## config.mk

```make
export PLATFORM = sky130hd
export DESIGN_NAME = carry_mask_adder_pipe
export DESIGN_NICKNAME = d
export VERILOG_FILES = /design/src/rtl/carry_mask_pkg.sv /design/src/rtl/carry_mask_cell.sv /design/src/rtl/carry_mask_adder_pipe.sv
export SDC_FILE = /design/constraint.sdc
export NUM_CORES = 1
export LEC_CHECK = 0
export CORE_MARGIN = 1
export CORE_UTILIZATION = 45
export CTS_CLUSTER_SIZE = 10
export DETAILED_ROUTE_END_ITERATION = 12
export GPL_ROUTABILITY_DRIVEN = 0
export PLACE_DENSITY = 0.76
export SLEW_MARGIN = 20
export SYNTH_ARGS = -nofsm -noshare
export SYNTH_HDL_FRONTEND = slang
export SYNTH_SLANG_ARGS = --single-unit
```

## constraint.sdc

```tcl
create_clock -name clk -period 1.1 [get_ports clk]
set_input_delay 0.165 -clock clk [delete_from_list [all_inputs] [get_ports clk]]
set_output_delay 0.165 -clock clk [all_outputs]
set_load 0.02 [all_outputs]
```

## src/rtl/carry_mask_pkg.sv

```systemverilog
// carry_mask_pkg
//   Shared constants for the carry-maskable partial-sum generator.
//   CM_WIDTH / CM_MASK_BITS : default operand width and approximable bit count.
//   CM_MASK_RST             : reset mask source; truncated to MASK_BITS by the top,
//                             so any MASK_BITS up to CM_MAX_W resets to all-ones.
//   CM_ERRCNT_W             : width of the optional dropped-carry event counter.
package carry_mask_pkg;
    localparam int unsigned          CM_WIDTH     = 16;
    localparam int unsigned          CM_MASK_BITS = 8;
    localparam int unsigned          CM_MAX_W     = 64;
    localparam logic [CM_MAX_W-1:0]  CM_MASK_RST  = '1;
    localparam int unsigned          CM_ERRCNT_W  = 16;
endpackage

```

## src/rtl/carry_mask_cell.sv

```systemverilog
// carry_mask_cell
//   Combinational one-bit partial-sum cell.
//   a, b    : operand bits
//   m       : 1 = approximate bit (OR-sum, carry killed)
//   s       : sum bit
//   c       : carry out of this bit
//   dropped : a carry was generated but killed by the mask
module carry_mask_cell (
    input  logic a,
    input  logic b,
    input  logic m,
    output logic s,
    output logic c,
    output logic dropped
);
    logic w_p;
    logic w_g;

    assign w_p     = a ^ b;
    assign w_g     = a & b;
    assign s       = m ? (a | b) : w_p;
    assign c       = m ? 1'b0 : w_g;
    assign dropped = m & w_g;
endmodule

```

## src/rtl/carry_mask_adder_pipe.sv

```systemverilog
// carry_mask_adder_pipe
//   Two-stage pipelined, carry-maskable partial-sum generator feeding the
//   one-bit LCA chain (sum -> LCA input A, carry -> LCA input B).
//   Stage 1 captures a, b and a snapshot of the mask; stage 2 registers the
//   per-bit sum/carry produced by an array of carry_mask_cell instances.
// Ports
//   clk, rst_n            : clock (rising edge), synchronous active-low reset
//   in_valid / in_ready   : operand handshake (in_ready is combinational)
//   a, b                  : operands
//   mask_load / mask_val  : mask register write, effective at the next edge
//   mask_q                : current mask register
//   out_valid / out_ready : result handshake
//   sum, carry            : per-bit sum and carry-out vectors
//   err_evt               : a masked bit dropped a carry (qualified by out_valid)
//   err_cnt               : saturating dropped-carry result counter, present
//                           only when CARRY_MASK_ERRCNT_EN is defined
module carry_mask_adder_pipe
    import carry_mask_pkg::*;
#(
    parameter int unsigned          WIDTH     = CM_WIDTH,
    parameter int unsigned          MASK_BITS = CM_MASK_BITS,
    parameter logic [MASK_BITS-1:0] MASK_RST  = MASK_BITS'(CM_MASK_RST)
) (
    input  logic                   clk,
    input  logic                   rst_n,
    input  logic                   in_valid,
    output logic                   in_ready,
    input  logic [WIDTH-1:0]       a,
    input  logic [WIDTH-1:0]       b,
    input  logic                   mask_load,
    input  logic [MASK_BITS-1:0]   mask_val,
    output logic [MASK_BITS-1:0]   mask_q,
    output logic                   out_valid,
    input  logic                   out_ready,
    output logic [WIDTH-1:0]       sum,
    output logic [WIDTH-1:0]       carry,
    output logic                   err_evt
`ifdef CARRY_MASK_ERRCNT_EN
    ,
    output logic [CM_ERRCNT_W-1:0] err_cnt
`endif
);
    logic                 w_adv1;
    logic                 w_adv2;
    logic                 w_acc;

    logic [MASK_BITS-1:0] r_mask;

    logic                 r_s1_valid;
    logic [WIDTH-1:0]     r_s1_a;
    logic [WIDTH-1:0]     r_s1_b;
    logic [MASK_BITS-1:0] r_s1_mask;

    logic                 r_s2_valid;
    logic [WIDTH-1:0]     r_sum;
    logic [WIDTH-1:0]     r_carry;
    logic                 r_err;

    logic [WIDTH-1:0]     w_sum;
    logic [WIDTH-1:0]     w_carry;
    logic [WIDTH-1:0]     w_drop;

    // Backpressure ripples from the output back to the input in one cycle;
    // there is no skid buffer, so in_ready depends combinationally on out_ready.
    assign w_adv2   = !r_s2_valid || out_ready;
    assign w_adv1   = !r_s1_valid || w_adv2;
    assign w_acc    = in_valid && w_adv1;
    assign in_ready = w_adv1;

    always_ff @(posedge clk) begin
        if (!rst_n)
            r_mask <= MASK_RST;
        else if (mask_load)
            r_mask <= mask_val;
    end

    // The mask is snapshotted with the operands, so a mask_load in the
    // acceptance cycle (or later) never affects this transaction.
    always_ff @(posedge clk) begin
        if (!rst_n) begin
            r_s1_valid <= 1'b0;
            r_s1_a     <= '0;
            r_s1_b     <= '0;
            r_s1_mask  <= '0;
        end else if (w_adv1) begin
            r_s1_valid <= in_valid;
            if (w_acc) begin
                r_s1_a    <= a;
                r_s1_b    <= b;
                r_s1_mask <= r_mask;
            end
        end
    end

    for (genvar i = 0; i < WIDTH; i++) begin : g_bit
        logic w_m;
        if (i < MASK_BITS) begin : g_maskable
            assign w_m = r_s1_mask[i];
        end else begin : g_exact
            assign w_m = 1'b0;
        end
        carry_mask_cell u_cell (
            .a       (r_s1_a[i]),
            .b       (r_s1_b[i]),
            .m       (w_m),
            .s       (w_sum[i]),
            .c       (w_carry[i]),
            .dropped (w_drop[i])
        );
    end

    always_ff @(posedge clk) begin
        if (!rst_n) begin
            r_s2_valid <= 1'b0;
            r_sum      <= '0;
            r_carry    <= '0;
            r_err      <= 1'b0;
        end else if (w_adv2) begin
            r_s2_valid <= r_s1_valid;
            if (r_s1_valid) begin
                r_sum   <= w_sum;
                r_carry <= w_carry;
                r_err   <= |w_drop;
            end
        end
    end

    assign mask_q    = r_mask;
    assign out_valid = r_s2_valid;
    assign sum       = r_sum;
    assign carry     = r_carry;
    assign err_evt   = r_err;

`ifdef CARRY_MASK_ERRCNT_EN
    logic [CM_ERRCNT_W-1:0] r_err_cnt;

    // Clear has priority over a same-cycle increment; the count saturates.
    always_ff @(posedge clk) begin
        if (!rst_n || mask_load)
            r_err_cnt <= '0;
        else if (r_s2_valid && out_ready && r_err && (r_err_cnt != '1))
            r_err_cnt <= r_err_cnt + CM_ERRCNT_W'(1);
    end

    assign err_cnt = r_err_cnt;
`endif
endmodule
```

==> impl_metrics.toml <==
[sta]
worst_slew_pin_slew_ns = 0.300
layout_setup_ws_ns = -0.210
period_needed_ns = 1.31
rsz0062_at_grt = "yes"
min_period_over_period_pct = 119
fin_tns_setup_ns = -6.19
finClkSkew_ns = 0.00771
setup_viol = 73
maxSlewHeadroom_pct = 80.0
slew_viol_final = 0
hold_viol_final = 0
clock.fmax_ghz = 0.763

[route]
dr.pass1.iters = 5
ant_nets = 0
wl_mm = 10.2
drcViolationCount = 0
topRoutingLayerUsed = "met4"
wl_met3_um = 487
first_iter_violations = 291
drt-met1-wl_mm = 4.49
post_drt_wl_per_cell_um = 16.3
vias = 3487
met2_length_mm = 5.09
vias_per_cell = 5.57

[yosys]
synth_flop_cell = "dfxtp_1"
synth_edf_count = 0
yosysSeqAreaShare_pct = 45.4
ys.warnings.count = 0
syn_inst = 420
ys_ff_latch = 83
netlist_area_mm2 = 0.00366
synthDistinctLibCells = 27
syn_nets = 489
avgSynthCellArea_um2 = 8.71
ys_async_sr_fraction_pct = 0

[die]
placementRows = 32
dieWidth_um = 92.2
start_util_pct = 46.8
fp.coreArea_mm2 = 0.00781
ioPinCount = 88
dieArea_mm2 = 0.00849
die_h_um = 92.2

[clock_tree]
clkSinkCount = 83
clkTransAtPathRegs_ns = 0.08
clockRootBuffer = "clkbuf_8"
postCtsSetupBuffers = 0
hold_buffers = 0
tritoncts = "done"
cts-buffers-inserted = 9
clock_latency_ns = 0.35
h-tree-depth = 3
clock_path_buffers = 2

[critical_path]
r2r_slack_ns = -0.19
worstSetupPathType = "reg2out"
endpoint_kind = "output port"
required_ns = 0.94
cp-start-kind = "flip-flop"
cp_max_fo = 2
critPathArrivalTime_ns = 1.15
rr_worst_depth = 4

[cells_and_area]
antennaDiodeCount = 0
postLayoutCellArea_mm2 = 0.00500
postLayoutCoreUtil_pct = 64.0
synthToLayoutAreaGrowth_pct = 36.6
multiInputGateArea_mm2 = 0.00175
seqCellArea_mm2 = 0.00169
fin_nets = 589
layout-drive-gt1-share_pct = 25.6
fill_cells = 669

[global_routing]
grt_usage_pct = 23.8
grt_pass1_vias = 3240
grt_pass1_wl_mm = 15.7
overflow = 0
antenna_found_initial = 0
grt_max_degree = 42

[run_status]
status = "finished, violations left"
violations = "setup timing"

[job]
max-cap-violations = 0

[place]
dp_slack_ns = -0.593
dp_hpwl_mm = 6.79
port_buffers = 87
place_area_mm2 = 0.00484

[pwr]
pwr-share-seq_pct = 50.4
internal-power_mw = 4.82
sw_frac_of_total_pct = 25.6
pwr-share-clk_pct = 33.9
leakage_nw = 2.09
comb_power_share_pct = 15.7
max-vdd-ir-drop_mv = 0.498
power.density_mw_per_mm2 = 1300
p_sw_mw = 1.66

[worst_hold_path]
min_path_cells = 3
hp-class = "in2reg"
==> power by group through the flow <==
stage / clock [mW] / combinational [mW] / sequential [mW]
CTS: 2.21 / 0.961 / 3.25
global route: 2.34 / 1.11 / 3.28
global placement: 0 / 0.970 / 3.32
detailed placement: 0 / 0.999 / 3.32
finish: 2.19 / 1.02 / 3.27
floorplan: 0 / 0.425 / 3.37
==> synth_stat cells, types with 2 or more instances <==
master / count / area, µm²
nand2_1: 11 / 41.3
buf_6: 5 / 56.3
mux2i_1: 14 / 140
a22oi_1: 4 / 30.0
buf_4: 5 / 37.5
a211oi_1: 6 / 45.0
o21ai_1: 4 / 20.0
ha_1: 24 / 300
o21ai_0: 62 / 310
clkbuf_1: 14 / 52.6
a21oi_1: 74 / 370
dfxtp_1: 83 / 1660
buf_2: 11 / 55.1
nand3_1: 56 / 280
o2111ai_1: 2 / 17.5
buf_1: 4 / 15.0
nand4b_1: 8 / 70.1
inv_1: 24 / 90.1
==> path summary, 6_finish.rpt <==
| check | start | end |
|---|---|---|
| worst max register to register | r_s1_valid | r_s1_b[10] |
| worst max-delay path | r_s1_valid | in_ready |
| worst min-delay path | a[3] | r_s1_a[3] |
| worst min register to register | carry[0] | carry[0] |
==> state kept, by name, summed over array words and instances, names as in the netlist, 8 cells and up <==
name / flops
carry: 16
mask_q: 8
r_s1_a: 16
r_s1_b: 16
r_s1_mask: 8
sum: 16
==> layout by cell type, fill, tap and decap left out, types with 2 or more instances in the layout <==
| cell | n |
|---|---|
| dfxtp_4 | 2 |
| nand2_1 | 11 |
| dfxtp_2 | 13 |
| o2111ai_1 | 2 |
| buf_6 | 5 |
| buf_2 | 41 |
| dfxtp_1 | 68 |
| nand3_1 | 55 |
| inv_1 | 23 |
| nand4b_1 | 8 |
| buf_4 | 28 |
| a22oi_2 | 2 |
| mux2i_1 | 14 |
| buf_12 | 9 |
| o21ai_2 | 2 |
| a21oi_2 | 2 |
| a21oi_1 | 72 |
| clkbuf_8 | 11 |
| clkbuf_1 | 2 |
| clkdlybuf4s50_1 | 43 |
| o21ai_0 | 45 |
| a22oi_1 | 2 |
| ha_2 | 4 |
| o21ai_1 | 19 |
| a211oi_1 | 5 |
| ha_1 | 19 |
==> metal layers <==
| metal | track usage, % | vias to the layer above |
|---|---|---|
| li1 | - | 1684 |
| met1 | 31.7 | 1679 |
| met4 | 9.51 | 0 |
| met5 | 0 | - |
| met3 | 3.48 | 13 |
| met2 | 38.6 | 111 |
==> what timing repair did <==
item,CTS,global route
setup endpoints to repair,118,77
resized for setup,184,55
gates cloned,0,1
pin swaps,1,7
==> per-stage QoR <==
step / power [mW] / hold slack [ns] / instances
final: 6.48 / 0.358 / 626
after CTS: 6.42 / 0.355 / 625
after floorplan: 3.79 / 0.293 / 420
after global routing: 6.73 / 0.368 / 626
after detailed placement: 4.32 / 0.470 / 610
after global placement: 4.29 / 0.463 / 610
==> kinds of logic after synthesis <==
group                      count (synthesis)  share of synthesized area (%)
and+or+nand+nor                           80                           11.7
adders and majority gates                 24                           8.21
DFF                                       83                           45.4
AOI/OAI and AO/OA                        153                           22.0
muxes                                     14                           3.83
buffers and inverters                     66                           8.79
==> critical path, cell delays in order, from the launching register on <==
cell and delay, ns:
dfxtp_2 0.37, and3b_4 0.26, inv_4 0.05, buf_6 0.12
==> cell type report <==
type                    count  share of cell area (%)
clock buffers              13                    3.18
repair buffers            129                    22.6
well taps                 102                    2.55
multi-input cells         271                    35.1
clock inverters             2                   0.701
inverters                  26                    2.15
flip-flops and latches     83                    33.7
Power figures use the tool's default switching activity.
